File: config.mk
export PLATFORM = sky130hd
export DESIGN_NAME = gmii_rx_framer
export DESIGN_NICKNAME = d
export VERILOG_FILES = /design/src/rtl/gmii_rx_framer.sv
export SDC_FILE = /design/constraint.sdc
export NUM_CORES = 1
export LEC_CHECK = 0
export ABC_AREA = 1
export BUFFER_PORTS_ARGS = -buffer_cell sky130_fd_sc_hd__clkbuf_2
export CAP_MARGIN = 20
export CORE_MARGIN = 2
export CORE_UTILIZATION = 55
export CTS_CLUSTER_DIAMETER = 120
export DETAILED_ROUTE_END_ITERATION = 6
export PLACE_DENSITY = 0.81
export SLEW_MARGIN = 10
export SYNTH_ARGS = -nofsm -noshare
export SYNTH_HDL_FRONTEND = slang
export SYNTH_SLANG_ARGS = --single-unit
File: constraint.sdc
create_clock -name eth_rxc -period 3 [get_ports eth_rxc]
set_input_delay 0.6 -clock eth_rxc [delete_from_list [all_inputs] [get_ports eth_rxc]]
set_output_delay 0.6 -clock eth_rxc [all_outputs]
set_load 0.005 [all_outputs]
File: src/rtl/gmii_rx_framer.sv
// gmii_rx_framer: GMII receive front-end. Registers the PHY pins on the
// selected eth_rxc edge, strips the 0x55 preamble and 0xD5 SFD, and emits
// the DA..FCS bytes as a framed stream with sop/eop/err, length and a
// saturating count of dropped or errored frames.
// Optional build macro RX_CRC_CHECK_EN adds an Ethernet CRC-32 residue check
// whose failure marks the frame bad at eop.
module gmii_rx_framer #(
  parameter bit SAMPLE_NEGEDGE = 1'b1,
  parameter int PREAMBLE_MIN   = 2,
  parameter int MIN_FRAME      = 64,
  parameter int MAX_FRAME      = 1522,
  parameter int CNT_W          = 16
) (
  input  logic             eth_rxc,
  input  logic             rst_n,
  input  logic             eth_rxdv,
  input  logic             eth_rxer,
  input  logic [7:0]       eth_rxd,
  output logic [7:0]       rx_data,
  output logic             rx_valid,
  output logic             rx_sop,
  output logic             rx_eop,
  output logic             rx_err,
  output logic [CNT_W-1:0] rx_len,
  output logic [CNT_W-1:0] rx_drop_cnt
);

  localparam logic [7:0]       PRE_BYTE  = 8'h55;
  localparam logic [7:0]       SFD_BYTE  = 8'hD5;
  localparam logic [2:0]       PRE_MIN_C = 3'(PREAMBLE_MIN);
  localparam logic [CNT_W-1:0] MIN_C     = CNT_W'(MIN_FRAME);
  localparam logic [CNT_W-1:0] MAX_C     = CNT_W'(MAX_FRAME);

  typedef enum logic [1:0] {S_IDLE, S_PRE, S_DATA, S_DROP} state_t;

  // Every flop in the block runs on this clock; the edge is a build-time choice.
  logic clk_s;
  generate
    if (SAMPLE_NEGEDGE) begin : g_neg
      assign clk_s = ~eth_rxc;
    end else begin : g_pos
      assign clk_s = eth_rxc;
    end
  endgenerate

  // Reset synchroniser: assertion is immediate, release lands on clk_s.
  logic [1:0] rst_sync_q;
  logic       rst_int_n;
  always_ff @(posedge clk_s or negedge rst_n) begin
    if (!rst_n) rst_sync_q <= 2'b00;
    else        rst_sync_q <= {rst_sync_q[0], 1'b1};
  end
  assign rst_int_n = rst_sync_q[1];

  // Input stage s1: pins registered every edge; the FSM only looks at s1.
  logic       s1_dv_q, s1_er_q;
  logic [7:0] s1_d_q;
  always_ff @(posedge clk_s or negedge rst_int_n) begin
    if (!rst_int_n) begin
      s1_dv_q <= 1'b0;
      s1_er_q <= 1'b0;
      s1_d_q  <= 8'h00;
    end else begin
      s1_dv_q <= eth_rxdv;
      s1_er_q <= eth_rxer;
      s1_d_q  <= eth_rxd;
    end
  end

  state_t           state_q, state_d;
  logic [2:0]       pcnt_q, pcnt_d;
  logic [7:0]       h_q, h_d;
  logic             h_full_q, h_full_d;
  logic             sop_pend_q, sop_pend_d;
  logic             err_q, err_d;
  logic [CNT_W-1:0] len_q, len_d;
  logic [CNT_W-1:0] drop_q, drop_d;
  logic [7:0]       data_q, data_d;
  logic             valid_q, valid_d;
  logic             sop_q, sop_d;
  logic             eop_q, eop_d;
  logic             err_o_q, err_o_d;
  logic [CNT_W-1:0] len_o_q, len_o_d;
  logic             drop_inc;
  logic             frame_err;
  logic             crc_bad;

`ifdef RX_CRC_CHECK_EN
  // Reflected CRC-32 (0xEDB88320 is 0x04C11DB7 bit-reversed), one byte per edge.
  function automatic logic [31:0] crc_byte(input logic [31:0] c, input logic [7:0] d);
    logic [31:0] r;
    r = c;
    for (int i = 0; i < 8; i++)
      r = (r[0] ^ d[i]) ? ((r >> 1) ^ 32'hEDB88320) : (r >> 1);
    return r;
  endfunction

  function automatic logic [31:0] bitrev32(input logic [31:0] v);
    logic [31:0] r;
    for (int i = 0; i < 32; i++) r[i] = v[31-i];
    return r;
  endfunction

  logic [31:0] crc_q, crc_d;

  // The register holds the reflected CRC, so the good-frame residue is
  // compared after reversing back to the MSB-first constant.
  assign crc_bad = (bitrev32(crc_q) != 32'hC704DD7B);

  // CRC accumulator, restarted at every SFD.
  always_ff @(posedge clk_s or negedge rst_int_n) begin
    if (!rst_int_n) crc_q <= 32'hFFFFFFFF;
    else            crc_q <= crc_d;
  end
`else
  assign crc_bad = 1'b0;
`endif

  // Frame FSM: preamble qualification, hold-register data path, eop tagging.
  always_comb begin
    state_d    = state_q;
    pcnt_d     = pcnt_q;
    h_d        = h_q;
    h_full_d   = h_full_q;
    sop_pend_d = sop_pend_q;
    err_d      = err_q;
    len_d      = len_q;
    data_d     = data_q;
    len_o_d    = len_o_q;
    valid_d    = 1'b0;
    sop_d      = 1'b0;
    eop_d      = 1'b0;
    err_o_d    = 1'b0;
    drop_inc   = 1'b0;
    frame_err  = 1'b0;
`ifdef RX_CRC_CHECK_EN
    crc_d      = crc_q;
`endif
    case (state_q)
      S_IDLE: begin
        if (s1_dv_q) begin
          if (s1_d_q == PRE_BYTE) begin
            state_d = S_PRE;
            pcnt_d  = 3'd1;
          end else begin
            // Frame started mid-stream: discard it silently.
            state_d = S_DROP;
          end
        end
      end
      S_PRE: begin
        if (!s1_dv_q) begin
          state_d = S_IDLE;
        end else if (s1_d_q == PRE_BYTE) begin
          if (pcnt_q != 3'd7) pcnt_d = pcnt_q + 3'd1;
        end else if (s1_d_q == SFD_BYTE && pcnt_q >= PRE_MIN_C) begin
          state_d    = S_DATA;
          h_full_d   = 1'b0;
          sop_pend_d = 1'b1;
          err_d      = 1'b0;
          len_d      = '0;
`ifdef RX_CRC_CHECK_EN
          crc_d      = 32'hFFFFFFFF;
`endif
        end else begin
          state_d  = S_DROP;
          drop_inc = 1'b1;
        end
      end
      S_DATA: begin
        if (!s1_dv_q) begin
          // End of frame: flush the held byte tagged eop. An empty frame
          // (SFD then dv low) still gets a single sop/eop/err pulse.
          frame_err  = err_q | ~h_full_q | (len_q < MIN_C) | crc_bad;
          valid_d    = 1'b1;
          sop_d      = sop_pend_q;
          eop_d      = 1'b1;
          err_o_d    = frame_err;
          data_d     = h_full_q ? h_q : 8'h00;
          len_o_d    = len_q;
          drop_inc   = frame_err;
          sop_pend_d = 1'b0;
          h_full_d   = 1'b0;
          state_d    = S_IDLE;
        end else if (len_q == MAX_C) begin
          // Oversize: close the frame at the limit, discard the rest.
          valid_d    = 1'b1;
          sop_d      = sop_pend_q;
          eop_d      = 1'b1;
          err_o_d    = 1'b1;
          data_d     = h_q;
          len_o_d    = len_q;
          drop_inc   = 1'b1;
          sop_pend_d = 1'b0;
          h_full_d   = 1'b0;
          state_d    = S_DROP;
        end else begin
          if (h_full_q) begin
            valid_d    = 1'b1;
            sop_d      = sop_pend_q;
            sop_pend_d = 1'b0;
            data_d     = h_q;
          end
          h_d      = s1_d_q;
          h_full_d = 1'b1;
          len_d    = len_q + CNT_W'(1);
          err_d    = err_q | s1_er_q;
`ifdef RX_CRC_CHECK_EN
          crc_d    = crc_byte(crc_q, s1_d_q);
`endif
        end
      end
      S_DROP: begin
        if (!s1_dv_q) state_d = S_IDLE;
      end
      default: state_d = S_IDLE;
    endcase
  end

  // Drop counter saturates at all-ones.
  always_comb begin
    drop_d = drop_q;
    if (drop_inc && (drop_q != {CNT_W{1'b1}})) drop_d = drop_q + CNT_W'(1);
  end

  // State and output registers.
  always_ff @(posedge clk_s or negedge rst_int_n) begin
    if (!rst_int_n) begin
      state_q    <= S_IDLE;
      pcnt_q     <= 3'd0;
      h_q        <= 8'h00;
      h_full_q   <= 1'b0;
      sop_pend_q <= 1'b0;
      err_q      <= 1'b0;
      len_q      <= '0;
      drop_q     <= '0;
      data_q     <= 8'h00;
      valid_q    <= 1'b0;
      sop_q      <= 1'b0;
      eop_q      <= 1'b0;
      err_o_q    <= 1'b0;
      len_o_q    <= '0;
    end else begin
      state_q    <= state_d;
      pcnt_q     <= pcnt_d;
      h_q        <= h_d;
      h_full_q   <= h_full_d;
      sop_pend_q <= sop_pend_d;
      err_q      <= err_d;
      len_q      <= len_d;
      drop_q     <= drop_d;
      data_q     <= data_d;
      valid_q    <= valid_d;
      sop_q      <= sop_d;
      eop_q      <= eop_d;
      err_o_q    <= err_o_d;
      len_o_q    <= len_o_d;
    end
  end

  assign rx_data     = data_q;
  assign rx_valid    = valid_q;
  assign rx_sop      = sop_q;
  assign rx_eop      = eop_q;
  assign rx_err      = err_o_q;
  assign rx_len      = len_o_q;
  assign rx_drop_cnt = drop_q;

endmodule

==> results of run 1 <==
[flip-flops by register name (all words and copies together) (netlist names), 2 cells and up]
name and cells:
rst_sync_q 2, h_q 8, rx_len 16, s1_d_q 8, rx_drop_cnt 16, pcnt_q 3, state_q 2, len_q 16
rx_data 8
[layout make-up]
type,count,area [um2]
Multi-Input combinational cell,379,1853
Tap cell,102,127.6
Clock buffer,9,123.9
Fill cell,639,2524
Inverter,49,183.9
Timing Repair Buffer,94,588.1
Clock inverter,7,85.08
Sequential cell,88,2202
[kinds of logic (layout without fill, tap and decap cells)]
| group | Yosys count | after routing | share of synthesized area, % |
|---|---|---|---|
| and+or+nand+nor | 304 | 304 | 30.98 |
| DFF | 88 | 88 | 50.96 |
| muxes | 1 | 1 | 0.2316 |
| AOI/OAI and AO/OA | 48 | 48 | 5.733 |
| buffers and inverters | 62 | 159 | 6.167 |
| xor gates and xnor gates | 16 | 16 | 3.243 |
| adders and majority gates | 9 | 9 | 2.606 |
| other | 1 | 1 | 0.08677 |
[placed cells by master, fill, tap and decap left out, drive strengths merged]
cell type,instances
nor3,10
nor2,42
a22oi,1
inv,52
xnor2,3
ha,9
buf,46
clkinv,1
nand2,188
dfrtn,88
nand3,46
clkbuf,57
mux2i,1
clkinvlp,2
a21oi,1
nand4,15
o21ai,44
and2,1
bufinv,1
o211ai,1
xor2,13
o21a,1
conb,1
or2,2
[where the power goes]
group | total (mW) | leakage (nW) | switching [mW] | internal, mW
clock | 0.866 | 0.100 | 0.464 | 0.402
sequential | 1.55 | 1.17 | 0.137 | 1.42
combinational | 1.21 | 1.43 | 0.773 | 0.440
[stage by stage]
stage / utilization, % / instance area [um2] / setup WS (ps) / hold WS (ps)
5_1_grt: 67.17 / 5164 / -91.41 / 195.4
3_3_place_gp: 60.97 / 4687 / 247.6 / 298.0
3_5_place_dp: 60.97 / 4687 / 208.8 / 300.7
2_1_floorplan: - / 4322 / 403.8 / 291.7
6_report: 67.17 / 5164 / -34.27 / 153.9
4_1_cts: 65.06 / 5001 / -56.09 / 301.2
[how the worst max path moves through the flow]
stage	from	slack, ps	to	depth (start not counted)
floorplan	rx_drop_cnt[6]	400	rx_drop_cnt[6]	0
global placement	rx_drop_cnt[6]	250	rx_drop_cnt[6]	1
detailed placement	rx_drop_cnt[6]	210	rx_drop_cnt[6]	1
CTS	rx_drop_cnt[3]	-60	rx_drop_cnt[3]	1
global route	rx_drop_cnt[3]	-90	rx_drop_cnt[3]	1
finish	rx_drop_cnt[3]	-30	rx_drop_cnt[3]	1
[routing by layer]
layer	part of all wire, %	routed length (um)
met2	47	4357
met3	5.7	530
met4	2.7	248
met5	0	0
met1	44	4091
[what timing repair did]
action                                  4_1_cts  5_1_grt
gates resized for setup                       0        7
setup buffers                                14       18
endpoints found under the hold margin         0        0
endpoints found under the setup margin       18       37
==> summary by stage, run 1 <==
Run status
The flow ran to the end, but the final reports show violations. The final reports fail on setup timing.

Global routing
The first global-routing pass estimated 15530 um of wire. Global routing consumed, on the met1 layer, 30.23% of the routing resources. The met3 track demand over resource is 4.801%.

The global-route met2 utilization is 36.01%. Entering global routing, the biggest net connects 87 pins. The number of global-route vias before repair is 3408. The most crowded layer after global routing is met2. The initial antenna violation count was 0. Global routing used 22.90% of the available tracks across all layers. For this run the aggregate overflow at the end of global routing stands at 0.

Route
After detailed routing, the number of vias per cell comes to 5.183. The detailed-route via count is 3773. The routed wire length is 9227 um.

Dividing the detail-routed wire length by the instance count gives 12.67 um. For this run, design rule violations remaining after detail routing come to 0. The final antenna-violating net count is 0. The first detailed-routing pass ran for 5 iterations. The initial DRC count is 272.

CTS
At the later pin of the worst-skew pair, clock insertion delay measures 350 ps. The register clock-pin slew on the reported worst setup and hold paths is 60 ps. Hold repair after CTS inserted 0 buffers. The number of clock sinks is 88. TritonCTS built the clock tree.

The number of CTS-inserted buffers is 9. The maximum buffer depth of the clock tree is 2. Clock tree synthesis selected as its root buffer the cell clkbuf_8. The maximum level of the CTS H-tree is 3.

Die
Once the floorplan was initialized, standard cells occupied 56.22% of the core. The chip width is 92.64 um. For this design the top-level I/O count stands at 56. The die covers 8582 um2.

The initialized floorplan defines 32 standard-cell rows. In this run the vertical extent of the chip is 92.64 um. The core area is 7687 um2.

Layout
Of the cells placed in the final design, the portion with a size suffix greater than 1 is 20.93%. The growth of design area from synthesis to finish is 19.48%. At the end of the flow, the number of nets in the layout was 642. The antenna diode count is 0. The count of non-filler cells in the finished layout is 728.

Setup path
The signal on the critical path passes through clkbuf_2. By startpoint and endpoint, the worst setup path is classified as reg -> out. For the worst setup path, the data arrival time is 2430 ps. The worst setup path is captured at an output pin. The cell with the biggest individual delay on the critical path is dfrtn_1.

The slack of the worst reg-to-reg path is 740 ps. The maximum cell stage delay along the critical path is 460 ps. Of all nets on the critical path, the largest fanout is 4.

The terminus of the critical flop-to-flop path is rx_drop_cnt[7]. In this run the critical register-to-register path is launched from rx_drop_cnt[1]. The critical path required time is 2400 ps.

The worst register-to-register path has a depth of 10. The sort of element at the start of the critical path is a flop. The cell class contributing the biggest share of worst-path delay is flip-flops. The sum of buffers and inverters on the critical path is 1.

Placed design
Detailed placement finished with a half-perimeter wire length of 6195 um. The number of placed instances with taps included is 679. Input and output buffers added on the ports amount to 55. The global placer's final weighted congestion is 0.8503.

Timing
On the final layout, the worst clock skew is 5.097 ps. At the pin with the least slew margin, the transition time is 756.7 ps. The sum of negative setup slack is -104.9 ps. After layout, the worst setup slack is -34.27 ps.

Setup violations remaining at the end of the flow were counted as 6. The number of hold violations in the final report is 0. Setup repair after global routing could not meet its margin everywhere. The tightest slew margin relative to the limit is 49.56%. The total count of max-transition violations in the final report is 0.

Worst hold path
The min-delay analysis places its worst path in the category reg -> async.

Synthesis
The main flop type after synthesis is dfrtn_1. Counting distinct cell types in the post-synthesis netlist gives 35. The synthesized instance count is 529. Of all flip-flops after synthesis, the portion carrying an async set or reset was 100.0%. Yosys mapped a number of flops with a built-in enable equal to 0. Sequential cells were found to cover 50.96% of the synthesized design area. The number of flip-flops and latches in the synthesized netlist is 88. The area share of the largest cell type after synthesis is 50.96%. dfrtn_1 takes more of the synthesized area than any other cell. The post-synthesis instance area is 4322 um2. For this run, the number of Yosys warnings is 0. A synthesized cell averages 8.169 um2. The number of nets in the synthesized netlist is 550.

In the synthesized netlist, the cells that appear most often are nand2_1 (179), dfrtn_1 (88), inv_1 (45). Among all cell types in the netlist, the one instantiated most often is nand2_1. Ranked by total cell area, the synthesized netlist is headed by dfrtn_1 (51%), nand2_1 (16%), nand3_1 (5.0%), o21ai_0 (4.9%), inv_1 (3.9%).

Run
The max-cap check violation count is 0.

Power and ir drop
Across the VDD grid, the largest voltage drop is 0.0003630 V. The leakage component of the power is 2.694 nW. Overall power consumption after layout is estimated at 3.633 mW. Power spread over the standard cell area amounts to 703.6 nW/um2.
Power figures use the tool's default switching activity.
==> inputs of run 2 (changes only) <==
--- a/config.mk
+++ b/config.mk
@@ -8,11 +8,14 @@
 export ABC_AREA = 1
 export BUFFER_PORTS_ARGS = -buffer_cell sky130_fd_sc_hd__clkbuf_2
 export CAP_MARGIN = 20
+export CELL_PAD_IN_SITES_DETAIL_PLACEMENT = 0
+export CELL_PAD_IN_SITES_GLOBAL_PLACEMENT = 2
 export CORE_MARGIN = 2
-export CORE_UTILIZATION = 55
+export CORE_UTILIZATION = 34
 export CTS_CLUSTER_DIAMETER = 120
 export DETAILED_ROUTE_END_ITERATION = 6
-export PLACE_DENSITY = 0.81
+export PLACE_DENSITY = 0.84
+export REMOVE_ABC_BUFFERS = 1
 export SLEW_MARGIN = 10
 export SYNTH_ARGS = -nofsm -noshare
 export SYNTH_HDL_FRONTEND = slang
==> run 2 against run 1 <==
Compared with the run above:
- the run still ends with setup timing left
- flip-flop and latch count unchanged
- cell count is 8.8% higher
- first-iteration DRC count is 25% lower
- sequential power is essentially flat
- clock skew barely moved
- critical path type unchanged
- largest cell class unchanged
- largest power group unchanged
==> summary by stage, run 2 (synthesis results as in run 1) <==
Placed design
The half-perimeter wire length after detailed placement is 6803 um (+9.8%). The cell area after placement is 4787 um2 (+2.1%). The total of buffers placed on input and output ports is 55 (unchanged). The global placer's final weighted congestion is 0.8140 (-4.3%).

Route
The detailed-route via count came to 3651 (-3.2%). The first-pass iteration count of the detailed router is 4 (-1). The routed wire length is 10240 um (+11%). The initial DRC count is 204 (-25%). The via count normalized by instance count is 4.610 (-11%). The number of design rule violations left after detail routing came to 0 (unchanged).

The per-cell routed wire length is 12.93 um (+2.0%). The final antenna-violating net count was 0 (unchanged).

Die
The full die area is 13630 um2 (+59%). The chip width is 116.7 um (+26%). The number of ports placed on the die boundary is 56 (unchanged).

The core area is 12520 um2 (+63%). The count of standard-cell rows is 41 (+28%). The height of the die came to 116.7 um (+26%). The initial core utilization is 34.53% (-22 points).

Setup path
The largest individual stage delay along the critical path comes from the cell dfrtn_1. The worst setup path is launched from a flop. The startpoint identified for the worst register-to-register timing path is state_q[0]. The count of cells along the worst register-to-register path came to 7 (-3). Traced cell by cell, the critical path runs through clkbuf_2.

The maximum cell stage delay along the critical path was 450 ps (about the same). The signal arrival time at the worst endpoint is 2430 ps (about the same). The most critical setup path has its endpoint at rx_drop_cnt[14]. The worst register-to-register path ends at len_q[5].

The slack of the worst reg-to-reg path is 710 ps (-30 ps). The sum of buffers and inverters on the critical path is 1 (unchanged). The maximum net fanout on the critical path is 2 (-2). The critical path in this run is classified as reg -> out. The cell class contributing the biggest share of worst-path delay is flip-flops.

The worst setup path is captured at an output pin. The instance count on the critical path is 1 (unchanged). The critical path required time is 2400 ps (about the same). The startpoint of the worst setup timing path is rx_drop_cnt[14].

Global routing
The global-route wire length before repair was 16940 um (+9.1%). The number of global-route vias before repair is 3414 (+0.18%). The initial antenna violation count is 0 (unchanged). The sum of overflow across all layers after global routing was 0 (unchanged). The global-route total usage across every layer was 16.20% (-6.7 points).

The maximum number of pins on one net before global-route repair is 87 (unchanged).

Layout
In the layout the commonest cells are nand2_1 (179), dfrtn_1 (88), inv_1 (45). The final core utilization was 42.10% (-25 points). The number of fillers in the final layout was 1302 (+100%). The footprint of the multi-input gates is 1853 um2 (unchanged). The growth of design area from synthesis to finish is 21.95%.

Leaving out fill and tap cells, the most frequent cell in the layout is nand2_1. The antenna diode count is 0 (unchanged). The sequential standard cell area was 2202 um2 (unchanged). The final net count is 636 (-0.93%). The post-route cell area is 5270 um2 (+2.1%). The share of final-layout standard cells stronger than drive strength 1 is 20.16% (-0.77 points).

Worst hold path
The tightest min-delay check is of the reg -> async type.

CTS
The latest clock arrival within the worst-skew pair is 350 ps (about the same). The maximum buffer depth of the clock tree is 2 (unchanged). The register clock-pin slew on the reported worst setup and hold paths is 50 ps (about the same).

Clock tree synthesis selected as its root buffer the cell clkbuf_16. The hold buffer count at cts was 0 (unchanged). The maximum level of the CTS H-tree is 3 (unchanged).

The TritonCTS clock tree is yes. The number of CTS-inserted buffers came to 9 (unchanged). The number of clock sinks was 88 (unchanged).

Timing
The tightest slew margin relative to the limit is 46.00% (-3.6 points). The total count of max-transition violations in the final report was 0 (unchanged). Setup repair after global routing could not meet its margin everywhere. The number of setup violations in the final report is 5 (-1). The transition time of the tightest slew-check pin is 810.0 ps (+53.34 ps). The minimum setup slack in the final design came to -33.77 ps (+0.4954 ps). The worst setup skew after layout is 4.836 ps (-0.2618 ps).

The sum of negative setup slack was -41.29 ps (+63.64 ps). The number of hold violations in the final report was 0 (unchanged).

Run
The max-cap check violation count was 0 (unchanged).

Power and ir drop
The leakage component of the power is 2.698 nW (+0.12%). The largest voltage drop on the vdd net is 0.0003592 V (-1.1%). The power per unit of standard cell area is 724.5 nW/um2 (+3.0%).

Run status
The checks that failed: setup timing. The flow ran to the end, but the final reports show violations.
run 2: metal layers:
| metal | track usage, % | share of wire [%] | wire length (um) | vias to the layer above |
|---|---|---|---|---|
| met2 | 25.01 | 46 | 4731 | 67 |
| met1 | 21.37 | 48 | 4877 | 1705 |
| met3 | 3.944 | 4.1 | 416 | 18 |
| li1 | - | - | - | 1861 |
| met5 | 0 | 0 | 0 | - |
| met4 | 7.922 | 2.1 | 217 | 0 |
run 2: report_power, final:
part	switching (mW)	internal [mW]
sequential	0.128	1.42
combinational	0.787	0.413
clock	0.503	0.570
run 2: cell type report:
type                    count  area share [%]
flip-flops and latches     88           41.79
multi-input cells         379           35.16
repair buffers             88           10.16
clock buffers               9           4.274
well taps                 172           4.084
inverters                  49           3.490
clock inverters             7           1.045
run 2: per-stage QoR:
stage | setup WS (ps) | hold WS (ps) | total power [mW] | instances
6_report | -33.77 | 266.1 | 3.818 | 792
5_1_grt | -53.11 | 302.4 | 4.108 | 792
4_1_cts | -37.10 | 296.8 | 3.828 | 779
3_5_place_dp | 239.7 | 296.8 | 2.714 | 749
3_3_place_gp | 259.6 | 297.4 | 2.685 | 749
2_1_floorplan | 403.8 | 291.7 | 2.288 | 516
run 2: what timing repair did:
action                     in CTS  in global routing
hold endpoints to repair        0                  0
setup buffers                  14                 13
resized for setup               0                 13
setup endpoints to repair      16                 31
run 2: worst min path at each step:
stage	from	endpoint	slack, ps	depth (start not counted)
CTS	rst_sync_q[0]	rst_sync_q[1]	300	0
detailed placement	rst_sync_q[0]	rst_sync_q[1]	300	0
global placement	rst_sync_q[1]	rx_drop_cnt[2]	300	1
floorplan	rst_sync_q[0]	rst_sync_q[1]	290	0
finish	rst_sync_q[1]	rx_len[5]	270	1
global route	rst_sync_q[0]	rst_sync_q[1]	300	0
